File: src/rtl/cpu_pkg.sv
// Shared definitions for the hardwired control sequencer.
//   - opcode values carried in the top five bits of the instruction register
//   - sequencer state encoding (RST, T0..T7, HLT in 4 bits)
//   - opcode classes and the classify() helper used by both the state logic and
//     the strobe decoder, so the two always agree on what an opcode means
//   - ctl_t: the full strobe vector handed from the decoder to the top
package cpu_pkg;

  localparam logic [4:0] OP_ADD  = 5'b00000;
  localparam logic [4:0] OP_SUB  = 5'b00001;
  localparam logic [4:0] OP_AND  = 5'b00010;
  localparam logic [4:0] OP_OR   = 5'b00011;
  localparam logic [4:0] OP_ADDI = 5'b00100;
  localparam logic [4:0] OP_ANDI = 5'b00101;
  localparam logic [4:0] OP_ORI  = 5'b00110;
  localparam logic [4:0] OP_MUL  = 5'b00111;
  localparam logic [4:0] OP_DIV  = 5'b01000;
  localparam logic [4:0] OP_LD   = 5'b01001;
  localparam logic [4:0] OP_ST   = 5'b01010;
  localparam logic [4:0] OP_NOP  = 5'b11010;
  localparam logic [4:0] OP_HALT = 5'b11011;

  // ALU opcode driven whenever no ALU operation is requested, and used for
  // the effective-address add of LD/ST.
  localparam logic [4:0] ALU_ADD = 5'b00000;

  typedef enum logic [3:0] {
    ST_RST = 4'd0,
    ST_T0  = 4'd1,
    ST_T1  = 4'd2,
    ST_T2  = 4'd3,
    ST_T3  = 4'd4,
    ST_T4  = 4'd5,
    ST_T5  = 4'd6,
    ST_T6  = 4'd7,
    ST_T7  = 4'd8,
    ST_HLT = 4'd9
  } state_t;

  typedef enum logic [2:0] {
    CLS_NOP    = 3'd0,
    CLS_ALU    = 3'd1,
    CLS_IMM    = 3'd2,
    CLS_MULDIV = 3'd3,
    CLS_LD     = 3'd4,
    CLS_ST     = 3'd5,
    CLS_HALT   = 3'd6
  } op_class_t;

  typedef struct packed {
    logic       gra;
    logic       grb;
    logic       grc;
    logic       rin;
    logic       rout;
    logic       baout;
    logic       pcout;
    logic       pcin;
    logic       incpc;
    logic       marin;
    logic       mdrin;
    logic       mdrout;
    logic       irin;
    logic       yin;
    logic       zin;
    logic       zlowout;
    logic       zhighout;
    logic       hiin;
    logic       loin;
    logic       cout;
    logic       read;
    logic       mem_write;
    logic       run;
    logic [4:0] alu_op;
  } ctl_t;

  // Unknown opcodes fall into CLS_NOP so they execute as a one-step no-op.
  function automatic op_class_t classify(input logic [4:0] op);
    op_class_t cls;
    case (op)
      OP_ADD, OP_SUB, OP_AND, OP_OR: cls = CLS_ALU;
      OP_ADDI, OP_ANDI, OP_ORI:      cls = CLS_IMM;
      OP_MUL, OP_DIV:                cls = CLS_MULDIV;
      OP_LD:                         cls = CLS_LD;
      OP_ST:                         cls = CLS_ST;
      OP_HALT:                       cls = CLS_HALT;
      default:                       cls = CLS_NOP;
    endcase
    return cls;
  endfunction

endpackage

File: src/rtl/ctl_decode.sv
// Combinational strobe decoder: {state, opcode} -> strobe vector.
// Ports:
//   state      in   current sequencer state
//   opcode     in   ir[IR_W-1 -: 5]
//   mem_ready  in   only used to gate PCin to the exit cycle of T1
//   ctl        out  every DataPath strobe plus alu_op and run
module ctl_decode
  import cpu_pkg::*;
(
  input  state_t     state,
  input  logic [4:0] opcode,
  input  logic       mem_ready,
  output ctl_t       ctl
);

  op_class_t cls;
  assign cls = classify(opcode);

  always_comb begin
    ctl     = '0;
    ctl.run = (state != ST_RST) && (state != ST_HLT);
    case (state)
      ST_T0: begin
        ctl.pcout = 1'b1;
        ctl.marin = 1'b1;
        ctl.incpc = 1'b1;
        ctl.zin   = 1'b1;
      end
      ST_T1: begin
        ctl.zlowout = 1'b1;
        ctl.read    = 1'b1;
        ctl.mdrin   = 1'b1;
        // PC only reloads in the cycle the fetch completes, so a stalled
        // fetch does not repeatedly rewrite it.
        ctl.pcin    = mem_ready;
      end
      ST_T2: begin
        ctl.mdrout = 1'b1;
        ctl.irin   = 1'b1;
      end
      ST_T3: begin
        case (cls)
          CLS_ALU, CLS_IMM: begin
            ctl.grb  = 1'b1;
            ctl.rout = 1'b1;
            ctl.yin  = 1'b1;
          end
          CLS_MULDIV: begin
            ctl.gra  = 1'b1;
            ctl.rout = 1'b1;
            ctl.yin  = 1'b1;
          end
          CLS_LD, CLS_ST: begin
            ctl.grb   = 1'b1;
            ctl.baout = 1'b1;
            ctl.yin   = 1'b1;
          end
          default: ;
        endcase
      end
      ST_T4: begin
        case (cls)
          CLS_ALU: begin
            ctl.grc    = 1'b1;
            ctl.rout   = 1'b1;
            ctl.zin    = 1'b1;
            ctl.alu_op = opcode;
          end
          CLS_IMM: begin
            ctl.cout   = 1'b1;
            ctl.zin    = 1'b1;
            ctl.alu_op = opcode;
          end
          CLS_MULDIV: begin
            ctl.grb    = 1'b1;
            ctl.rout   = 1'b1;
            ctl.zin    = 1'b1;
            ctl.alu_op = opcode;
          end
          CLS_LD, CLS_ST: begin
            ctl.cout   = 1'b1;
            ctl.zin    = 1'b1;
            ctl.alu_op = ALU_ADD;
          end
          default: ;
        endcase
      end
      ST_T5: begin
        case (cls)
          CLS_ALU, CLS_IMM: begin
            ctl.zlowout = 1'b1;
            ctl.gra     = 1'b1;
            ctl.rin     = 1'b1;
          end
          CLS_MULDIV: begin
            ctl.zlowout = 1'b1;
            ctl.loin    = 1'b1;
          end
          CLS_LD, CLS_ST: begin
            ctl.zlowout = 1'b1;
            ctl.marin   = 1'b1;
          end
          default: ;
        endcase
      end
      ST_T6: begin
        case (cls)
          CLS_MULDIV: begin
            ctl.zhighout = 1'b1;
            ctl.hiin     = 1'b1;
          end
          CLS_LD: begin
            ctl.read  = 1'b1;
            ctl.mdrin = 1'b1;
          end
          CLS_ST: begin
            ctl.gra   = 1'b1;
            ctl.rout  = 1'b1;
            ctl.mdrin = 1'b1;
          end
          default: ;
        endcase
      end
      ST_T7: begin
        case (cls)
          CLS_LD: begin
            ctl.mdrout = 1'b1;
            ctl.gra    = 1'b1;
            ctl.rin    = 1'b1;
          end
          CLS_ST: ctl.mem_write = 1'b1;
          default: ;
        endcase
      end
      default: ;
    endcase
  end

endmodule

File: src/rtl/control_sequencer.sv
// Hardwired control unit for the DataPath: fetch (T0-T2), per-opcode execute
// (T3-T7), memory wait states with a stall timeout that halts the CPU.
// Ports:
//   clock      in   rising-edge clock
//   clear      in   asynchronous active-low reset
//   ir         in   instruction register, opcode in the top five bits
//   mem_ready  in   memory read data valid / write accepted
//   Gra..Cout  out  DataPath strobes
//   read       out  memory read request
//   mem_write  out  memory write strobe
//   alu_op     out  ALU opcode (ADD when idle)
//   run        out  high while sequencing, low in RST/HLT
//   error      out  sticky memory-timeout flag
//   state_dbg  out  current state encoding for observation
//
// Memory handshake: in a wait state (T1, LD-T6, ST-T7) the request strobes
// stay asserted and the step completes on the first rising edge where
// mem_ready=1. Each edge with mem_ready=0 counts one stall; once TIMEOUT
// stalls have accumulated, a further edge with mem_ready=0 halts with error,
// while mem_ready=1 on that edge still completes the step normally.
module control_sequencer
  import cpu_pkg::*;
#(
  parameter int IR_W    = 32,
  parameter int TIMEOUT = 15
) (
  input  logic            clock,
  input  logic            clear,
  input  logic [IR_W-1:0] ir,
  input  logic            mem_ready,
  output logic            Gra,
  output logic            Grb,
  output logic            Grc,
  output logic            Rin,
  output logic            Rout,
  output logic            BAout,
  output logic            PCout,
  output logic            PCin,
  output logic            IncPC,
  output logic            MARin,
  output logic            MDRin,
  output logic            MDRout,
  output logic            IRin,
  output logic            Yin,
  output logic            Zin,
  output logic            Zlowout,
  output logic            Zhighout,
  output logic            HIin,
  output logic            LOin,
  output logic            Cout,
  output logic            read,
  output logic            mem_write,
  output logic [4:0]      alu_op,
  output logic            run,
  output logic            error,
  output logic [3:0]      state_dbg
);

  localparam int CW = $clog2(TIMEOUT + 1);

  state_t    state, state_nxt, follow;
  logic [CW-1:0] wait_cnt, wait_cnt_nxt;
  logic      error_nxt;
  logic      in_wait;
  logic [4:0] opcode;
  op_class_t cls;
  ctl_t      ctl;
  logic      ir_unused;

  assign opcode    = ir[IR_W-1 -: 5];
  assign ir_unused = ^ir[IR_W-6:0];
  assign cls       = classify(opcode);

  always_ff @(posedge clock or negedge clear) begin
    if (!clear) begin
      state    <= ST_RST;
      wait_cnt <= '0;
      error    <= 1'b0;
    end else begin
      state    <= state_nxt;
      wait_cnt <= wait_cnt_nxt;
      error    <= error_nxt;
    end
  end

  always_comb begin
    follow       = state;
    state_nxt    = state;
    wait_cnt_nxt = wait_cnt;
    error_nxt    = error;
    in_wait      = (state == ST_T1) ||
                   ((state == ST_T6) && (cls == CLS_LD)) ||
                   ((state == ST_T7) && (cls == CLS_ST));

    // Where the current step goes once it is allowed to complete.
    case (state)
      ST_RST: follow = ST_T0;
      ST_T0:  follow = ST_T1;
      ST_T1:  follow = ST_T2;
      ST_T2:  follow = ST_T3;
      ST_T3: begin
        case (cls)
          CLS_NOP:  follow = ST_T0;
          CLS_HALT: follow = ST_HLT;
          default:  follow = ST_T4;
        endcase
      end
      ST_T4:  follow = ST_T5;
      ST_T5:  follow = ((cls == CLS_ALU) || (cls == CLS_IMM)) ? ST_T0 : ST_T6;
      ST_T6:  follow = (cls == CLS_MULDIV) ? ST_T0 : ST_T7;
      ST_T7:  follow = ST_T0;
      ST_HLT: follow = ST_HLT;
      default: follow = ST_RST;
    endcase

    if (in_wait && !mem_ready) begin
      if (wait_cnt == CW'(TIMEOUT)) begin
        state_nxt    = ST_HLT;
        error_nxt    = 1'b1;
        wait_cnt_nxt = '0;
      end else begin
        state_nxt    = state;
        wait_cnt_nxt = wait_cnt + 1'b1;
      end
    end else begin
      state_nxt    = follow;
      wait_cnt_nxt = '0;
    end
  end

  ctl_decode u_decode (
    .state     (state),
    .opcode    (opcode),
    .mem_ready (mem_ready),
    .ctl       (ctl)
  );

  assign Gra       = ctl.gra;
  assign Grb       = ctl.grb;
  assign Grc       = ctl.grc;
  assign Rin       = ctl.rin;
  assign Rout      = ctl.rout;
  assign BAout     = ctl.baout;
  assign PCout     = ctl.pcout;
  assign PCin      = ctl.pcin;
  assign IncPC     = ctl.incpc;
  assign MARin     = ctl.marin;
  assign MDRin     = ctl.mdrin;
  assign MDRout    = ctl.mdrout;
  assign IRin      = ctl.irin;
  assign Yin       = ctl.yin;
  assign Zin       = ctl.zin;
  assign Zlowout   = ctl.zlowout;
  assign Zhighout  = ctl.zhighout;
  assign HIin      = ctl.hiin;
  assign LOin      = ctl.loin;
  assign Cout      = ctl.cout;
  assign read      = ctl.read;
  assign mem_write = ctl.mem_write;
  assign alu_op    = ctl.alu_op;
  assign run       = ctl.run;
  assign state_dbg = state;

endmodule

File: config.mk
export PLATFORM = sky130hd
export DESIGN_NAME = control_sequencer
export DESIGN_NICKNAME = d
export VERILOG_FILES = /design/src/rtl/cpu_pkg.sv /design/src/rtl/ctl_decode.sv /design/src/rtl/control_sequencer.sv
export SDC_FILE = /design/constraint.sdc
export NUM_CORES = 1
export LEC_CHECK = 0
export BUFFER_PORTS_ARGS = -buffer_cell sky130_fd_sc_hd__buf_2
export CORE_MARGIN = 4
export CORE_UTILIZATION = 46
export CTS_CLUSTER_SIZE = 20
export DETAILED_ROUTE_END_ITERATION = 6
export HOLD_SLACK_MARGIN = 0.1
export PLACE_DENSITY_LB_ADDON = 0.05
export SLEW_MARGIN = 20
export SYNTH_ARGS = -nofsm -noshare
export SYNTH_HDL_FRONTEND = slang
export SYNTH_SLANG_ARGS = --single-unit
File: constraint.sdc
create_clock -name clock -period 2.69 [get_ports clock]
set_input_delay 0.269 -clock clock [delete_from_list [all_inputs] [get_ports clock]]
set_output_delay 0.269 -clock clock [all_outputs]
set_load 0.03 [all_outputs]
Word-level counts from Yosys, hierarchy flattened
Memory sizes are Yosys's and may differ from the RTL's.
Cells that the tools add are included.

storage, ports and cells
  input bits = 35
  logic and storage cells = 91
  flip-flop bits (word level) = 9
  memories = 2
  ROM bits = 192

cells by class
  $add $sub $neg = 1
  equality and inequality tests = 23
  multiplexer cells = 42
  reduce and logical (&&, ||, !) cells = 20

memory list
  name              words  bits a word  read ports  clocked after Yosys merged registers in  write ports  RTL line       text
  (name not given)  32     3            1           0                                        0            cpu_pkg.sv:80  case (op)
  (name not given)  32     3            1           0                                        0            cpu_pkg.sv:80

operators with widths
  operator             count
  $pmux 4 s9           1
  $mux 1               20
  $mux 4               5
  $eq 4x3->1 const B   4
  $pmux 1 s2           8
  $eq 3x3->1 const B   5
  $eq 3x2->1 const B   4
  $eq 4x4->1 const B   3
  $mux 5               2
  $eq 4x2->1 const B   2
  $pmux 4 s2           1
  $reduce_or 2->1      4
  $eq 3x1->1 const B   2
  $reduce_or 3->1      2
  $reduce_or 5->1      1
  $add 4x1->4 const B  1
  $eq 4x1->1 const B   1
  $logic_and 1x1->1    4
  $logic_not 4->1      1
  $mux 2               2
  $ne 4x4->1 const B   1
  $pmux 1 s4           1
  $reduce_bool 4->1    1
  $reduce_or 4->1      1
  other kinds (7)      9

Depth between registers and ports, before layout
An unclocked memory read counts as a cell.

  word-level depth = 7
  gate-level depth with buffers = 8

Modules after synthesis
Synthesis repeated with hierarchy kept, for this count alone.

unflattened totals
  cell total of the unflattened synthesis = 180
  area, all modules = 1426.4 um^2

by module, submodules not included
  module             sequential area each (um^2)  cells each  instances  area an instance (um^2)
  control_sequencer  225.2                        81          1          716.9
  ctl_decode         0.0                          99          1          709.4

Least setup slack after synthesis
OpenSTA, ideal clock, no wires.

  path kind = input port to output port
  from = input ir[27]
  to = output Grc
  required time = 2.421 ns
  slack = 0.299 ns
  data arrival time = 2.122 ns
  cell stages on the path = 6
  cells stage by stage = inv_1 ha_1 nor3b_4 a2111o_1 buf_6 nor4_1

on the way
  cells in the longest elaborated chain, start to end = 4

ends and longest elaborated chain
  element       RTL line                 text
  from (decl)   control_sequencer.sv:29  input logic [IR_W-1:0] ir,
  $mem_v2 32x3  --
  $eq 3x1->1    ctl_decode.sv:62         case (cls)
  $mux 1        ctl_decode.sv:62
  $mux 1        ctl_decode.sv:22         case (state)
  to (decl)     control_sequencer.sv:33  output logic Grc,

Every way passes these cells.

Final worst setup path
  from = input ir[27]
  to = output alu_op[1]

on the way
  cells in the longest elaborated chain, start to end = 5
  elaborated cells on any way between the ends = 7
  classes of those cells = eq/ne (3); mux (2); reduce/logical (1); memory (1)

ends and longest elaborated chain
  element                                          RTL line                 text
  $mem_v2 32x3 *                                   --
  $eq 3x1->1 / $eq 3x2->1 (equally long branches)  ctl_decode.sv:62
  $reduce_or 3->1 (no source line) *               --
  $mux 5 *                                         ctl_decode.sv:62
  $mux 5 *                                         ctl_decode.sv:22
  to (decl)                                        control_sequencer.sv:53  output logic [4:0] alu_op,

Mark *: on every way between the ends. The rest lies on a longest branch, timed or not.

==> results.md <==
- The number of failing hold endpoints at the final stage is 0.
- In this run, distinct cell masters in the synthesized netlist total 48.
- Registers take 225 sq um.
- The number of antenna violations at the first check in global routing came to 0.
- The mean cell area of the mapped netlist is around 7.6 sq um.
- No sink is reached through more buffers than the 2 on the longest clock path.
- The iteration count of the initial detailed-routing pass is 4.
- The placeable core area is between 2000 and 2500 sq um.
- By area the synthesized netlist is led by sky130_fd_sc_hd__dfrtp_1 (20%), sky130_fd_sc_hd__nor2_1 (5.7%), sky130_fd_sc_hd__and2_1 (5.1%).
- The routed via count is approximately 1200.
- The shortest period the worst path allows is ~2.3 ns.
- Setup repair after global routing left no endpoint under its margin.
- For this run, design rule violations remaining after detail routing come to 0.
- The antenna cell count is 0.
- After filler insertion, the fill cell instance count of the layout stands at roughly 230.
- The HPWL after detailed placement is 2230 microns.
- The number of nets in the synthesized netlist is 186.
- Synthesis produced around 150 cells.
- The floorplan has 17 rows.
- The combinational family with the most area after synthesis is simple AND/OR/NAND/NOR gates.
- In this run, synthesis inferred 0 flip-flops with an integrated enable.
- The portion of synthesized area spent on multiplexers is 0.0506.
- The later-pin clock latency in the skew report is between 0.2 and 0.3 ns.
- Using the TritonRoute via totals, the vias-per-cell ratio works out to 5.62.
- Measured along the x axis, the die boundary spans around 57 microns.
- Routability-driven placement finished with a final weighted congestion of slightly below 0.9.
- The cell sitting at the root of the clock tree is a sky130_fd_sc_hd__clkbuf_4.
- At the placement stage, the worst setup path has a slack of ~0.36 ns.
- The setup path with the least slack is of type primary input to output port.
- The clock tree from TritonCTS is done.
- The completed layout was analyzed and its total power is 1.16 mW.
- The sequential-to-total area share from yosys stat is 0.202.
- The area share of the leading cell type in the synthesized netlist is 0.202.
- The power per standard cell area is ~880 nW/um^2.
- The final count of negative-setup-slack endpoints is 0.
- The number of top-level design ports is just under 70.
- The flow ran to the end, and the final reports show no timing, DRC or antenna violations.
- The total count of max-transition violations in the final report is 0.
- The CTS sink count is 9.
- The CTS clock-pin slew for the worst setup and hold paths is around 0.05 ns.
- The floorplan step defined a die boundary enclosing 3270 sq um.
- Of the total synthesized cell area, the portion taken by XOR and XNOR cells is 0.0236.
- Clock tree synthesis inserted a total of 3 buffers.
- The part of the cycle the worst path needs is 0.873.
- The endpoint kind of the worst setup timing path is an output port.
- The fraction of the mapped netlist area in simple logic gates is 0.342.
- In this run the number of H-tree levels came out at 1.
- The max capacitance violation total is 0.
- The area growth from synthesis to layout is 18.3%.
- The largest net degree at the start of global routing is 17.
- At the worst endpoint, the required time is around 2.4 ns.
- At the end of the flow, the number of nets in the layout was 221.
- The utilization of the core after routing is 0.584.
- The iteration-0 DRC count of the detailed router is 25.
- The count of buffers added on input and output ports is 39.
- In the global route stage, overall resource usage came out at 0.179.
- The cell type contributing the most total cell area after synthesis is sky130_fd_sc_hd__dfrtp_1.
- The complex-gate fraction of the synthesized area was 0.246.
- The first global-routing pass estimated between 4000 and 5000 microns of wire.
- In the final routed layout, each cell accounts on average for between 10 and 15 microns.
- Clock skew on the completed layout was measured at approximately 0.00048 ns.
- In this run the worst hold path is classified as primary input to asynchronous set/reset pin.
- Measured along the y axis, the die boundary spans around 57 microns.
- The initial standard-cell utilization of the core is 0.493.
- The most used flip-flop cell after synthesis is sky130_fd_sc_hd__dfrtp_1.
- The maximum clock rate is between 0.4 and 0.5 GHz.
- The post-synthesis share of cell area spent on full adders, half adders and majority gates is 0.0450.
- The critical-path maximum fanout is 9.
- Once routing completed, OpenROAD measured the worst setup slack at 0.342 ns.
- The via count of the first global-routing pass is between 1000 and 1500.
- For the final routed database, the setup TNS stands at 0 ns.
- The combined area of all synthesized cells is roughly 1100 sq um.
- In the post-synthesis netlist, the cell with the most instances is sky130_fd_sc_hd__nor2_1.
- The worst-case IR drop observed on VDD is 0.598 mV.
- After synthesis, the most frequently instantiated cells are sky130_fd_sc_hd__nor2_1 (17), sky130_fd_sc_hd__nand2_1 (11), sky130_fd_sc_hd__and2_1 (9), sky130_fd_sc_hd__dfrtp_1 (9), sky130_fd_sc_hd__nand3_1 (7).
- The share of post-route cells with drive strength above 1 is 0.282.
- The area occupied by multi-input gates is between 700 and 800 sq um.
- After global routing the overflow that remains totals 0.
- Of all flip-flops after synthesis, the portion carrying an async set or reset was 1.00.
- The register bit total from synthesis is 9.
- The non-filler instance count after layout is between 200 and 250.
- The total instance count after detailed placement is between 200 and 250.
- The arrival time of data at the critical path endpoint is 2.08 ns.
- The final layout contains routed wiring with a total length of 2880 microns.
- Once detail routing completed, the nets flagged for antenna violations numbered 0.
- For this design the static power due to leakage is approximately 0.66 nW.
- The count of warnings emitted by yosys is 0.
- The startpoint type of the worst setup path is a primary input.
[cell families after synthesis]
family	after synthesis
AOI/OAI and AO/OA	38
xor gates and xnor gates	3
and+or+nand+nor	70
muxes	5
adders and majority gates	4
DFF	9
other	1
buffers and inverters	17
[through the flow]
stage / hold slack, ns / instance area (sq um)
floorplan: -0.0266 / 1110
global placement: 0.124 / 1280
global route: 0.411 / 1320
finish: 0.411 / 1320
CTS: 0.388 / 1320
detailed placement: 0.126 / 1280
[registers in the layout, summed over array words and instances, names as in the netlist]
name	flops
error	1
wait_cnt	4
state_dbg	4
[placed cells by master, fill, tap and decap left out, drive strengths merged, types with 5 or more instances in the layout]
cell / instances
nand2: 11
o21ai: 10
buf: 41
and2: 9
dfrtp: 9
inv: 5
a21oi: 6
nor2: 17
nand3: 7
nor3: 5
nor2b: 6
[power by group]
group	total (mW)	internal [mW]	leakage (nW)	switching, mW
sequential	0.252	0.171	0.118	0.0810
clock	0.0985	0.0568	0.0150	0.0417
combinational	0.812	0.273	0.527	0.539
total	1.16	0.501	0.660	0.662
[worst paths after layout]
path	depth (start not counted)	end	slack, ns	from
setup reg to reg	6	wait_cnt[0]$_DFF_PN0_	0.62	state_dbg[1]$_DFFE_PN0P_
hold reg to reg	1	error$_DFFE_PN0P_	0.47	error$_DFFE_PN0P_
max in group asynchronous	2	wait_cnt[2]$_DFF_PN0_	2.11	clear
setup / recovery	8	alu_op[1]	0.34	ir[27]
hold / removal	2	state_dbg[2]$_DFFE_PN0P_	0.41	clear
min in group clock	1	error$_DFFE_PN0P_	0.47	error$_DFFE_PN0P_
[critical path: stages]
cell and delay (ns):
sky130_fd_sc_hd__buf_2 0.11, sky130_fd_sc_hd__inv_1 0.07, sky130_fd_sc_hd__ha_1 0.27, sky130_fd_sc_hd__nor3b_4 0.08, sky130_fd_sc_hd__a2111o_1 0.49, sky130_fd_sc_hd__a211oi_1 0.41, sky130_fd_sc_hd__and2_1 0.19, sky130_fd_sc_hd__buf_2 0.19
[layout make-up]
class / instances / area share
sequential: 9 / 0.171
clock buffer: 4 / 0.0200
multi-input combinational: 121 / 0.601
tap: 28 / 0.0266
timing repair buffer: 42 / 0.167
inverter: 5 / 0.0143
[what timing repair did]
item / 4_1_cts / 5_1_grt
hold buffers: 1 / 0
gates resized for setup: 0 / 0
endpoints found under the hold margin: 9 / 0
setup buffers: 0 / 0
[metal layers]
layer	track usage	routed length (microns)
met4	0.0199	13
met1	0.233	1370
met5	0	0
met3	0.0520	234
met2	0.303	1260
Power figures use the tool's default switching activity.
